==> src/rtl/mips_pkg.sv <==
// Shared MIPS core definitions: fetch FSM encoding, instruction width,
// register-field positions (also used by the decoder and hazard unit)
// and the default reset PC.
package mips_pkg;

  localparam int unsigned INSTR_W   = 32;
  localparam int unsigned REG_IDX_W = 5;

  localparam int unsigned RS_MSB = 25;
  localparam int unsigned RS_LSB = 21;
  localparam int unsigned RT_MSB = 20;
  localparam int unsigned RT_LSB = 16;

  localparam logic [31:0] DEFAULT_RESET_PC = 32'h0000_0000;

  typedef enum logic [1:0] {
    S_BOOT  = 2'd0,
    S_FETCH = 2'd1,
    S_HOLD  = 2'd2
  } fetch_state_e;

endpackage

==> src/rtl/ifid_reg.sv <==
// IF/ID pipeline register with load/hold/flush control.
//   load       : capture instr_d/pc_plus4_d, mark valid
//   flush      : mark bubble (payload kept, qualified by valid)
//   neither    : hold
//   rs_c/rt_c  : register fields decoded combinationally from the stored word
module ifid_reg
  import mips_pkg::*;
#(
  parameter int unsigned ADDR_W = 32
) (
  input  logic                 clk,
  input  logic                 rst_n,
  input  logic                 load,
  input  logic                 flush,
  input  logic [INSTR_W-1:0]   instr_d,
  input  logic [ADDR_W-1:0]    pc_plus4_d,
  output logic [INSTR_W-1:0]   instr,
  output logic [ADDR_W-1:0]    pc_plus4,
  output logic                 valid,
  output logic [REG_IDX_W-1:0] rs_c,
  output logic [REG_IDX_W-1:0] rt_c
);

  // Load has priority over flush; hold otherwise.
  always_ff @(posedge clk or negedge rst_n) begin
    if (!rst_n) begin
      instr    <= '0;
      pc_plus4 <= '0;
      valid    <= 1'b0;
    end else if (load) begin
      instr    <= instr_d;
      pc_plus4 <= pc_plus4_d;
      valid    <= 1'b1;
    end else if (flush) begin
      valid    <= 1'b0;
    end
  end

  assign rs_c = instr[RS_MSB:RS_LSB];
  assign rt_c = instr[RT_MSB:RT_LSB];

endmodule

==> src/rtl/fetch_stage.sv <==
// Instruction-fetch stage: PC, imem req/ready handshake, stall hold buffer
// and branch redirect, feeding the IF/ID register.
// Ports: clk, rst_n (async active-low); stall, branch_taken, branch_target
// from hazard unit / ID; imem_req, imem_addr, imem_ready, imem_rdata to
// instruction memory; IFID_* pipeline register outputs (rs/rt are
// combinational decodes of the registered instruction).
// Build option BRANCH_DELAY_SLOT_EN: keep the branch successor (delay slot)
// and retarget the PC once it enters IF/ID; otherwise flush it.
module fetch_stage
  import mips_pkg::*;
#(
  parameter int unsigned       ADDR_W   = 32,
  parameter logic [ADDR_W-1:0] RESET_PC = ADDR_W'(DEFAULT_RESET_PC)
) (
  input  logic                 clk,
  input  logic                 rst_n,
  input  logic                 stall,
  input  logic                 branch_taken,
  input  logic [ADDR_W-1:0]    branch_target,
  output logic                 imem_req,
  output logic [ADDR_W-1:0]    imem_addr,
  input  logic                 imem_ready,
  input  logic [INSTR_W-1:0]   imem_rdata,
  output logic [INSTR_W-1:0]   IFID_instr,
  output logic [ADDR_W-1:0]    IFID_pc_plus4,
  output logic                 IFID_valid,
  output logic [REG_IDX_W-1:0] IFID_register_rs,
  output logic [REG_IDX_W-1:0] IFID_register_rt
);

  fetch_state_e         state, state_next;
  logic [ADDR_W-1:0]    pc, pc_next, pc_plus4, target;
  logic [ADDR_W-1:0]    addr_q, addr_next;
  logic [INSTR_W-1:0]   hold_buf, hold_buf_next, ifid_instr_d;
  logic                 req_q;
  logic                 redirect, ifid_load, ifid_flush;
  logic                 unused_target_lsbs;
`ifdef BRANCH_DELAY_SLOT_EN
  logic [ADDR_W-1:0]    redirect_pending, redirect_pending_next;
  logic                 pending_valid, pending_valid_next;
  logic                 accept;
`else
  logic                 discard, discard_next;
`endif

  assign pc_plus4           = pc + ADDR_W'(4);
  assign target             = {branch_target[ADDR_W-1:2], 2'b00};
  assign unused_target_lsbs = ^branch_target[1:0];
  // Stall outranks a same-cycle branch.
  assign redirect           = branch_taken & ~stall;

  // Next-state, PC and IF/ID control.
  always_comb begin
    state_next    = state;
    pc_next       = pc;
    addr_next     = addr_q;
    hold_buf_next = hold_buf;
    ifid_load     = 1'b0;
    ifid_flush    = 1'b0;
    ifid_instr_d  = imem_rdata;
`ifdef BRANCH_DELAY_SLOT_EN
    redirect_pending_next = redirect_pending;
    pending_valid_next    = pending_valid;
    accept                = 1'b0;
`else
    discard_next  = discard;
`endif

    unique case (state)
      S_BOOT: state_next = S_FETCH;

      S_FETCH: begin
`ifdef BRANCH_DELAY_SLOT_EN
        if (imem_ready && !stall) begin
          ifid_load = 1'b1;
          accept    = 1'b1;
        end else if (imem_ready) begin
          hold_buf_next = imem_rdata;
          state_next    = S_HOLD;
        end else if (!stall) begin
          ifid_flush = 1'b1;
        end
`else
        if (discard) begin
          // Wrong-path request still open: swallow its data when it lands.
          if (imem_ready) discard_next = 1'b0;
          if (!stall)     ifid_flush   = 1'b1;
          if (redirect)   pc_next      = target;
        end else if (redirect) begin
          ifid_flush = 1'b1;
          pc_next    = target;
          if (!imem_ready) discard_next = 1'b1;
        end else if (imem_ready && !stall) begin
          ifid_load = 1'b1;
          pc_next   = pc_plus4;
        end else if (imem_ready) begin
          hold_buf_next = imem_rdata;
          state_next    = S_HOLD;
        end else if (!stall) begin
          ifid_flush = 1'b1;
        end
`endif
      end

      S_HOLD: begin
        ifid_instr_d = hold_buf;
        if (!stall) begin
          state_next = S_FETCH;
`ifdef BRANCH_DELAY_SLOT_EN
          ifid_load = 1'b1;
          accept    = 1'b1;
`else
          if (redirect) begin
            ifid_flush = 1'b1;
            pc_next    = target;
          end else begin
            ifid_load = 1'b1;
            pc_next   = pc_plus4;
          end
`endif
        end
      end

      default: state_next = S_BOOT;
    endcase

`ifdef BRANCH_DELAY_SLOT_EN
    // The delay-slot word entering IF/ID is the point where the PC jumps.
    if (accept) begin
      pending_valid_next = 1'b0;
      if (redirect)           pc_next = target;
      else if (pending_valid) pc_next = redirect_pending;
      else                    pc_next = pc_plus4;
    end else if (redirect) begin
      pending_valid_next    = 1'b1;
      redirect_pending_next = target;
    end
`endif

    // An open request keeps its address even if the PC moves underneath it.
    if (!(state == S_FETCH && !imem_ready)) addr_next = pc_next;
  end

  // State and datapath registers.
  always_ff @(posedge clk or negedge rst_n) begin
    if (!rst_n) begin
      state    <= S_BOOT;
      pc       <= {RESET_PC[ADDR_W-1:2], 2'b00};
      addr_q   <= {RESET_PC[ADDR_W-1:2], 2'b00};
      hold_buf <= '0;
      req_q    <= 1'b0;
`ifdef BRANCH_DELAY_SLOT_EN
      redirect_pending <= '0;
      pending_valid    <= 1'b0;
`else
      discard  <= 1'b0;
`endif
    end else begin
      state    <= state_next;
      pc       <= pc_next;
      addr_q   <= addr_next;
      hold_buf <= hold_buf_next;
      req_q    <= (state_next == S_FETCH);
`ifdef BRANCH_DELAY_SLOT_EN
      redirect_pending <= redirect_pending_next;
      pending_valid    <= pending_valid_next;
`else
      discard  <= discard_next;
`endif
    end
  end

  assign imem_req  = req_q;
  assign imem_addr = addr_q;

  ifid_reg #(
    .ADDR_W (ADDR_W)
  ) u_ifid_reg (
    .clk        (clk),
    .rst_n      (rst_n),
    .load       (ifid_load),
    .flush      (ifid_flush),
    .instr_d    (ifid_instr_d),
    .pc_plus4_d (pc_plus4),
    .instr      (IFID_instr),
    .pc_plus4   (IFID_pc_plus4),
    .valid      (IFID_valid),
    .rs_c       (IFID_register_rs),
    .rt_c       (IFID_register_rt)
  );

endmodule

==> config.mk <==
export PLATFORM = sky130hd
export DESIGN_NAME = fetch_stage
export DESIGN_NICKNAME = d
export VERILOG_FILES = /design/src/rtl/mips_pkg.sv /design/src/rtl/ifid_reg.sv /design/src/rtl/fetch_stage.sv
export SDC_FILE = /design/constraint.sdc
export NUM_CORES = 1
export LEC_CHECK = 0
export CAP_MARGIN = 20
export CORE_ASPECT_RATIO = 0.6
export CORE_UTILIZATION = 53
export CTS_CLUSTER_SIZE = 24
export DETAILED_ROUTE_END_ITERATION = 6
export GPL_TIMING_DRIVEN = 0
export PLACE_DENSITY_LB_ADDON = 0.2
export SYNTH_ARGS = -nofsm -noshare
export SYNTH_HDL_FRONTEND = slang
export SYNTH_HIERARCHICAL = 1
export SYNTH_SLANG_ARGS = --single-unit
==> constraint.sdc <==
create_clock -name clk -period 2.9 [get_ports clk]
set_input_delay 0.58 -clock clk [delete_from_list [all_inputs] [get_ports clk]]
set_output_delay 0.58 -clock clk [all_outputs]
set_load 0.02 [all_outputs]
==> results of run 1 <==
metal layers:
layer | GRT usage (%) | vias up | wire length [µm]
met1 | 56.40 | 4335 | 15600
li1 | - | 3823 | -
met3 | 11.63 | 98 | 4364
met5 | 3.333 | - | 80
met2 | 49.80 | 611 | 13710
met4 | 14.04 | 2 | 943
cell usage after synthesis (6+ instances only):
master and n:
a211oi_1 9, a21oi_1 35, a22o_1 7, a22oi_1 8, a311oi_1 10, a31oi_1 16
and2_1 7, and4_1 8, buf_1 11, buf_2 24, buf_4 12, buf_6 6
clkbuf_1 39, dfrtp_1 165, inv_1 20, mux2_2 102, mux2_4 50, nand2_1 55
nand3_1 26, nand4_1 14, nor2_1 62, nor2b_1 6, nor3_1 15, nor4_1 12
o211ai_1 13, o21ai_0 34, o221ai_1 9, o22ai_1 6, o31ai_1 15, or3_1 9
xnor2_1 17, xor2_1 11
cell families after synthesis:
group / share of synthesized area [%]
buffers and inverters: 5.775
AO/OA/AOI/OAI: 15.20
adder cells (fa/ha/maj): 0.6446
multiplexers: 19.98
XOR/XNOR: 2.527
AND/OR/NAND/NOR: 13.33
flip-flops: 42.54
power by group through the flow:
stage	combinational (mW)	clock, mW	sequential [mW]
4_1_cts	7.61	2.25	4.03
3_5_place_dp	7.51	0	4.04
3_3_place_gp	7.40	0	3.99
6_report	7.84	2.25	4.05
5_1_grt	8.21	2.35	4.17
2_1_floorplan	3.93	0	4.61
stage by stage:
stage / area, µm² / hold WS [ns] / utilization (%) / power, mW
after floorplan: 9706 / 0.2844 / - / 8.535
after global placement: 11730 / 0.4639 / 67.03 / 11.39
after detailed placement: 11760 / 0.4706 / 67.22 / 11.55
after CTS: 12360 / 0.03596 / 70.61 / 13.90
after global routing: 12420 / 0.05149 / 70.96 / 14.73
final: 12420 / 0.02496 / 70.96 / 14.14
worst paths after layout:
path / to / slack [ns] / cells past startpoint
setup / recovery: imem_addr[14] / -0.16 / 8
hold / removal: imem_addr[25] / 0.02 / 1
min in group clk: imem_addr[22] / 0.49 / 2
hold reg to reg: imem_addr[22] / 0.49 / 2
setup reg to reg: imem_addr[30] / -0.06 / 8
max in group asynchronous: imem_addr[5] / 1.95 / 2
worst max-delay path, delay by kind of cell:
| kind | cells | cell delay [ns] |
|---|---|---|
| compound gates | 4 | 0.80 |
| buf+inv | 4 | 2.01 |
sequential cells by signal (all words and copies together) (netlist names):
| signal | cells |
|---|---|
| discard | 1 |
| hold_buf | 32 |
| imem_addr | 32 |
| imem_req | 1 |
| pc | 32 |
| state | 2 |
| u_ifid_reg/instr | 32 |
| u_ifid_reg/pc_plus4 | 32 |
| u_ifid_reg/valid | 1 |
area by class of cell:
class	count	share of cell area, %
buffer	92	3.960
timing repair buffer	177	14.39
inverter	24	0.7657
multi-input combinational	643	40.82
sequential	165	33.26
tap	234	2.358
clock buffer	21	3.627
clock inverter	8	0.8262
repair_timing:
item                       in CTS  in global routing
setup endpoints to repair     119                112
setup buffers                   3                  0
gates resized for setup        12                 25
==> out/metrics.csv, run 1 <==
stage;metric;value;unit
synth;Most used DFF post-synth;dfrtp_1;
worst_setup_path;CP cell instances;clkdlybuf4s50_1, clkbuf_1, buf_1, clkbuf_2, a22oi_1, o2bb2ai_1, a2bb2oi_1, o31ai_1;
power;share of total power in sequential cells;28.7;%
worst_setup_path;Setup crit start kind;input port;
floorplanning;Starting Density;55.46;%
placed_design;# port buffers;173;
worst_setup_path;crit path max-delay cell type;clkdlybuf4s50_1;
routing;vias;8869;
synth;Yosys cell types;79;
synth;Post-Syn Area;9706;µm²
timing;unrepaired setup endpoints after global routing;yes;
timing;Max Transition Viols Final;0;
global_route;first-pass GRT wire length;52270;µm
layout;FF+latch area;4130;µm²
timing;Layout Skew;0.01034;ns
synth;Synth Area per Inst;10.49;µm²
worst_setup_path;WS Path Type;input port to register;
power;Pint;8.110;mW
synth;post-synthesis register bit count;165;
clock_tree;Root Buffer;clkbuf_16;
worst_setup_path;CP arrival;3.40;ns
worst_setup_path;crit-path max FO;10;
global_route;overflow left after global routing;0;
placed_design;DP Wirelength;24870;µm
routing;Final ANT Viol Nets;0;
layout;Final nets;1194;
placed_design;GPL Wtd Cong;1.022;
routing;Routed WL;34700;µm
layout;commonest non-fill, non-tap cell in the layout;clkdlybuf4s50_1;
synth;ys async rst share;100.0;%
floorplanning;row count;37;
floorplanning;Die Wd;176.7;µm
layout;most frequent cells in the layout;clkdlybuf4s50_1, dfrtp_1, mux2_2;
synth;Ys Warns;6;
timing;final setup TNS;-0.5679;ns
synth;syn_nets;999;
power;Leak;5.116;nW
timing;final hold violations;0;
global_route;number of global-route vias before repair;8493;
power;Clock power frac;15.9;%
synth;Cells after Synth;925;
timing;Setup violations, final;12;
synth;Synth area leader;dfrtp_1;
floorplanning;DIE HEIGHT;106.8;µm
routing;Initial DRT Pass Iterations;7;
synth;synth top area cells;dfrtp_1, mux2_2, mux2_4;
layout;multi-input logic area;5069;µm²
worst_setup_path;CP endpoint kind;register;
layout;layout cells sized above 1;23.98;%
floorplanning;Placeable Area;17500;µm²
clock_tree;cts-stage hold buffer count;0;
timing;Max-slew headroom;37.69;%
placed_design;placed cells;1333;
synth;sequential share of the synthesized area;42.54;%
clock_tree;CTS tree;done;
global_route;Global Route Usage Sum;37.70;%
placed_design;setup slack at placement;-0.7051;ns
routing;DRT iter0 DRCs;1401;
power;logic gate share of total power;55.4;%
clock_tree;Longest Clk Path Bufs;2;
power;switching share of power;42.65;%
worst_setup_path;Worst Setup SP;branch_taken;
routing;WL/cell;25.44;µm
power;pwr dens;1139;nW/µm²
power;VDD IR max;684.5;µV
hold_path;Worst Hold Class;input port to asynchronous set/reset pin;
timing;slew at the pin closest to its max-slew limit;0.9347;ns
floorplanning;area of the die;18880;µm²
layout;Fillers;1278;
clock_tree;CTS Buf Count;17;
clock_tree;clk_lat worst skew;0.45;ns
routing;DR DRC count;1;
worst_setup_path;Crit path required time;3.25;ns
floorplanning;Ports;177;
timing;Final WS setup;-0.1562;ns
clock_tree;clk sinks;165;
layout;final non-filler cell total;1364;
synth;number of synthesized flops with an enable pin;0;
timing;fin crit period;3.056;ns
timing;Tcrit/Tclk final;105.4;%
status;outcome;finished with violations;
worst_setup_path;Crit path largest cell delay;0.58;ns
power;sw power;6.031;mW
routing;Vias/cell;6.502;
global_route;initial antenna violation count;0;
worst_setup_path;RR Startpoint;state[0];
synth;Synth top area share;42.54;%
layout;antenna cells;0;
timing;Fmax;0.3272;GHz
job;Max-Cap Viols;0;
status;failing checks;design-rule violations, negative setup slack;
clock_tree;clock-pin slew on the worst setup and hold paths;0.07;ns
layout;Layout area overhead;27.95;%
clock_tree;H-tree levels;4;
global_route;largest net degree at the start of global routing;117;
No activity file was read; power rests on OpenSTA's default activity.
==> run 2, diff against run 1 <==
CORE_UTILIZATION = 42   (was 53)
==> run 2 against run 1 <==
Clock skew up 0.0033 ns. Worst setup slack better by 0.082 ns. Clock power is 3% higher. Global-route usage shrank 7.5 points. Sequential cell count unchanged. Critical path depth decreased by 1. Wire length barely moved. Combinational power decreased by 1%. Hold slack improved by 0.0026 ns. Count of clock-buffer cells in the layout unchanged. The flow finishes with violations (negative setup slack). Via count is 3.7% lower. Core utilization fell by 15 points.
==> out/metrics.csv, run 2 (same netlist as run 1, synthesis figures left out) <==
stage;metric;value;unit;change
placed_design;GPL Wtd Cong;0.9803;;was 1.022
placed_design;DP Wirelength;25290;µm;was 24870 µm
routing;Vias/cell;5.945;;was 6.502
layout;final non-filler cell total;1437;;was 1364
worst_setup_path;crit-path max FO;8;;was 10
worst_setup_path;Reg2Reg Setup Slack;-0.07;ns;was -0.06 ns
routing;DR DRC count;0;;was 1
worst_setup_path;RR Startpoint;pc[2];;was state[0]
layout;cell area after layout;12560;µm²;was 12420 µm²
routing;Initial DRT Pass Iterations;5;;was 7
routing;WL/cell;24.13;µm;was 25.44 µm
global_route;overflow left after global routing;0;;unchanged
power;Power, Total;14.08;mW;was 14.14 mW
timing;Final WS setup;-0.07432;ns;was -0.1562 ns
timing;final hold violations;0;;unchanged
worst_setup_path;Crit path required time;3.27;ns;was 3.25 ns
power;VDD IR max;503.6;µV;was 684.5 µV
worst_setup_path;Crit path largest cell delay;0.63;ns;was 0.58 ns
clock_tree;clock-pin slew on the worst setup and hold paths;0.07;ns;about the same
worst_setup_path;crit-path most repeated cell;mux2_2;;
layout;layout cells sized above 1;24.45;%;was 23.98%
power;Leak;5.179;nW;was 5.116 nW
clock_tree;CTS Buf Count;17;;unchanged
timing;Fmax;0.3362;GHz;was 0.3272 GHz
status;failing checks;negative setup slack;;was design-rule violations, negative setup slack
worst_setup_path;CP arrival;3.35;ns;was 3.40 ns
global_route;Global Route Usage Sum;30.17;%;was 37.70%
floorplanning;row count;42;;was 37
timing;Max-slew headroom;41.12;%;was 37.69%
layout;most frequent cells in the layout;clkdlybuf4s50_1, dfrtp_1, mux2_2;;unchanged
placed_design;# port buffers;173;;unchanged
timing;slew at the pin closest to its max-slew limit;0.8832;ns;was 0.9347 ns
worst_setup_path;CP cell instances;ha_2, and3_1, nand3_1, nor4_1, mux2_2, a31oi_1, mux2_2;;was clkdlybuf4s50_1, clkbuf_1, buf_1, clkbuf_2, a22oi_1, o2bb2ai_1, a2bb2oi_1, o31ai_1
routing;DRT iter0 DRCs;1038;;was 1401
placed_design;dpl cell area;11860;µm²;was 11760 µm²
clock_tree;cts-stage hold buffer count;0;;unchanged
power;pwr dens;1121;nW/µm²;was 1139 nW/µm²
layout;commonest non-fill, non-tap cell in the layout;clkdlybuf4s50_1;;unchanged
clock_tree;CTS tree;done;;unchanged
hold_path;Worst Hold Class;input port to asynchronous set/reset pin;;unchanged
worst_setup_path;crit path max-delay cell type;nor4_1;;was clkdlybuf4s50_1
floorplanning;Placeable Area;22330;µm²;was 17500 µm²
floorplanning;area of the die;23740;µm²;was 18880 µm²
worst_setup_path;cells on worst reg2reg path;7;;was 8
floorplanning;DIE HEIGHT;119.8;µm;was 106.8 µm
worst_setup_path;WS Path Type;register to register;;was input port to register
timing;Max Transition Viols Final;0;;unchanged
status;outcome;finished with violations;;unchanged
global_route;initial antenna violation count;0;;unchanged
worst_setup_path;Setup crit start kind;register;;was input port
timing;Setup violations, final;1;;was 12
timing;unrepaired setup endpoints after global routing;yes;;unchanged
clock_tree;Root Buffer;clkbuf_16;;unchanged
global_route;number of global-route vias before repair;8292;;was 8493
global_route;largest net degree at the start of global routing;118;;was 117
clock_tree;Longest Clk Path Bufs;2;;unchanged
floorplanning;Die Wd;198.3;µm;was 176.7 µm
clock_tree;H-tree levels;4;;unchanged
routing;Final ANT Viol Nets;0;;unchanged
layout;fin util;56.24;%;was 70.96%
worst_setup_path;Crit Reg-Reg Endpoint;imem_addr[26];;was imem_addr[30]
clock_tree;clk sinks;165;;unchanged
worst_setup_path;CP endpoint kind;register;;unchanged
layout;Layout area overhead;29.42;%;was 27.95%
timing;fin crit period;2.974;ns;was 3.056 ns
timing;Tcrit/Tclk final;102.6;%;was 105.4%
floorplanning;Ports;177;;unchanged
global_route;first-pass GRT wire length;52320;µm;was 52270 µm
timing;final hold slack;0.02760;ns;was 0.02496 ns
floorplanning;Starting Density;43.46;%;was 55.46%
routing;vias;8543;;was 8869
layout;Final nets;1192;;was 1194
layout;antenna cells;0;;unchanged
timing;Layout Skew;0.01368;ns;was 0.01034 ns
job;Max-Cap Viols;0;;unchanged
placed_design;placed cells;1407;;was 1333
routing;Routed WL;34670;µm;was 34700 µm
clock_tree;clk_lat worst skew;0.44;ns;was 0.45 ns
[run 2: cell count changes in the layout (fill, tap and decap cells not counted), sizes merged]
cell and change:
inv -1, bufinv +1, clkbuf -1, buf -1, clkinv +4, clkinvlp -3
[run 2: cell type report]
| class | count | area (µm²) |
|---|---|---|
| Clock inverter | 9 | 127.6 |
| Clock buffer | 21 | 450.4 |
| Fill cell | 1981 | 9773 |
| Tap cell | 308 | 385.4 |
| Sequential cell | 165 | 4130 |
| Multi-Input combinational cell | 643 | 5106 |
| Buffer | 92 | 498.0 |
| Timing Repair Buffer | 175 | 1772 |
| Inverter | 24 | 91.34 |
[run 2: critical path: cells and delay by family, from the launching register on]
family	cells	cell delay, ns
adders and majority gates	1	0.30
muxes	2	0.60
and+or+nand+nor	3	1.31
AOI/OAI and AO/OA	1	0.23
DFF	1	0.46
[run 2: worst max-delay path by stage]
stage	from	end	slack, ns
after floorplan	state[0]	u_ifid_reg/instr[0]	0.32
after global routing	pc[2]	imem_addr[26]	-0.07
final	pc[2]	imem_addr[26]	-0.07
after CTS	imem_ready	imem_addr[26]	0.01
after detailed placement	branch_taken	imem_addr[14]	-0.95
after global placement	rst_n	u_ifid_reg/instr[6]	-5.74
[run 2: report_power, final]
group,switching [mW],internal (mW)
clock network,0.951,1.37
logic,4.28,3.48
registers,0.650,3.36
[run 2: timing repair]
action / in CTS / in global routing
gates resized for setup: 18 / 30
buffers inserted: 1 / 0
pin swaps: 1 / 0
setup endpoints to repair: 121 / 115
[run 2: routing by layer]
layer / part of all wire [%] / vias up / global-route usage (%)
met1: 48 / 4183 / 46.59
met2: 39 / 492 / 38.51
met4: 1.7 / 0 / 8.333
li1: - / 3811 / -
met3: 12 / 57 / 10.34
met5: 0 / - / 1.525
[run 2: per-stage QoR]
| step | setup TNS [ns] | setup WS, ns |
|---|---|---|
| global route | -0.07773 | -0.06960 |
| global placement | -1019.69 | -5.741 |
| CTS | 0 | 0.01495 |
| floorplan | 0 | 0.3235 |
| finish | -0.07432 | -0.07432 |
| detailed placement | -79.65 | -0.9537 |
==> RTL edit, RTL diff (config.mk and constraints of run 2) <==
`ADDR_W` is set to 32 in 2 places; all go to 64.
--- a/src/rtl/ifid_reg.sv
+++ b/src/rtl/ifid_reg.sv
@@ -8,3 +8,3 @@
 #(
-  parameter int unsigned ADDR_W = 32
+  parameter int unsigned ADDR_W = 64
 ) (
--- a/src/rtl/fetch_stage.sv
+++ b/src/rtl/fetch_stage.sv
@@ -11,3 +11,3 @@
 #(
-  parameter int unsigned       ADDR_W   = 32,
+  parameter int unsigned       ADDR_W   = 64,
   parameter logic [ADDR_W-1:0] RESET_PC = ADDR_W'(DEFAULT_RESET_PC)
Ports: changed (resized IFID_pc_plus4, branch_target and imem_addr); port bits go from 177 to 273. No check against the original RTL was run, so the function may have changed too.
==> RTL edit against run 2 <==
- the run still ends with setup timing left
- via count rose by 100%
- sequential cell count increased by 96
- synthesized area increased by 67%
- hold slack better by 350 ps
- fmax shrank 0.83%
- sequential share of layout area is 3.3 points lower
- routed wire length increased by 140%
- utilization increased by 2.2 points
- power increased by 77%
- final area increased by 76%
- worst setup slack worse by 25 ps
- count of clock-buffer cells in the layout up 12
- clock power increased by 57%
==> RTL edit: results (changes against run 2) <==
| Metric | Value |
|---|---|
| Sequential fraction of total cell area | 29.6% (-3.3 points) |
| Non-Clock Buffer Area Fraction | 20.5% (+2.5 points) |
| Post-synth net total | 1815 (+82%) |
| Multi-input comb cells | 1250 (+94%) |
| Final worst clock skew | 20.4 ps (+6.76 ps) |
| Leading cell types by total area after synthesis | dfrtp_1 40%, mux2_2 12%, o21ai_0 3.6% |
| Worst-skew pair later-pin latency | 580 ps (+140 ps) |
| Routability-driven placement congestion ratio | 1.06 (+8.5%) |
| DIE AREA | 39300 um^2 (+66%) |
| Leakage power summed over all cells | 0.00918 uW (+77%) |
| Total GRT Usage | 41.3% (+11 points) |
| Pin count of the biggest net entering global routing | 112 (-5.1%) |
| Number of fill cells in the layout | 3258 (+64%) |
| Pre-antenna DRT Iters | 6 (+1) |
| Post-placement worst setup slack | -2180 ps (-1230 ps) |
| Worst-case vdd ir drop | 757 uV (+50%) |
| Violated checks | setup timing |
| Setup_tns | -271 ps (-197 ps) |
| Clock network area share | 4.02% (-0.59 points) |
| Cell variety after synth | 74 (-6.3%) |
| Finish-stage setup viols | 7 (+6) |
| Via count | 17.1k (+100%) |
| Multi-input gate share of the layout cell area | 42.5% (+1.8 points) |
| First-pass GRT wire length | 115000 um (+120%) |
| Result of the run | finished, violations left |
| Crit Path Max Fanout | 10 (+2) |
| Fraction of the yosys area taken by sequential cells | 40.4% (-2.1 points) |
| Layout cell share with drive strength beyond 1 | 27.4% (+3.0 points) |
| Final worst slack | -99.2 ps (-24.8 ps) |
| Growth of design area from synthesis to finish | 36.6% |
| Mean instance size in the synthesized netlist | 9.46 um^2 (-9.8%) |
| Number of buffers added by the clock tree synthesis step | 26 (+9) |
| Critical path's slowest cell | clkdlybuf4s50_1 |
| Count of cells along the worst register-to-register path | 9 (+2) |
[RTL edit: final timing paths]
| check | from | slack (ps) | endpoint |
|---|---|---|---|
| setup / recovery | branch_taken | -100 | imem_addr[22] |
| setup reg to reg | pc[6] | -30 | imem_addr[30] |
| hold / removal | imem_ready | 380 | discard |
| hold reg to reg | imem_addr[2] | 480 | imem_addr[2] |
| max in group asynchronous | rst_n | 1450 | pc[45] |
| min in group asynchronous | rst_n | 490 | imem_addr[18] |
[RTL edit: timing repair]
action / in CTS / in global routing
pin swaps: 26 / 25
setup buffers: 52 / 30
gates cloned: 0 / 1
hold buffers: 1 / 0
gates resized for setup: 206 / 118
hold endpoints to repair: 42 / 0
endpoints found under the setup margin: 261 / 164
[RTL edit: cell families after synthesis]
group | count (synthesis) | share of synthesized area, %
multiplexers | 216 | 15.6
AO/OA/AOI/OAI | 439 | 17.6
XOR/XNOR | 71 | 3.85
adder cells (fa/ha/maj) | 5 | 0.387
buffers and inverters | 199 | 5.50
AND/OR/NAND/NOR | 518 | 16.6
flip-flops | 261 | 40.4
[RTL edit: per-layer routing]
metal | routed length (um) | vias to the layer above | track usage, %
met4 | 3280 | 4 | 13.6
met1 | 35300 | 8377 | 61.5
li1 | - | 7090 | -
met5 | 91 | - | 1.74
met3 | 13300 | 246 | 17.5
met2 | 31000 | 1428 | 52.1
[RTL edit: worst max-delay path, delay by kind of cell]
kind,cells,cell delay [ps]
compound gates,5,930
buf+inv,4,1900
[RTL edit: power breakdown]
group	internal [uW]	switching, uW
logic	5960	8980
clock network	2010	1630
registers	5270	1050
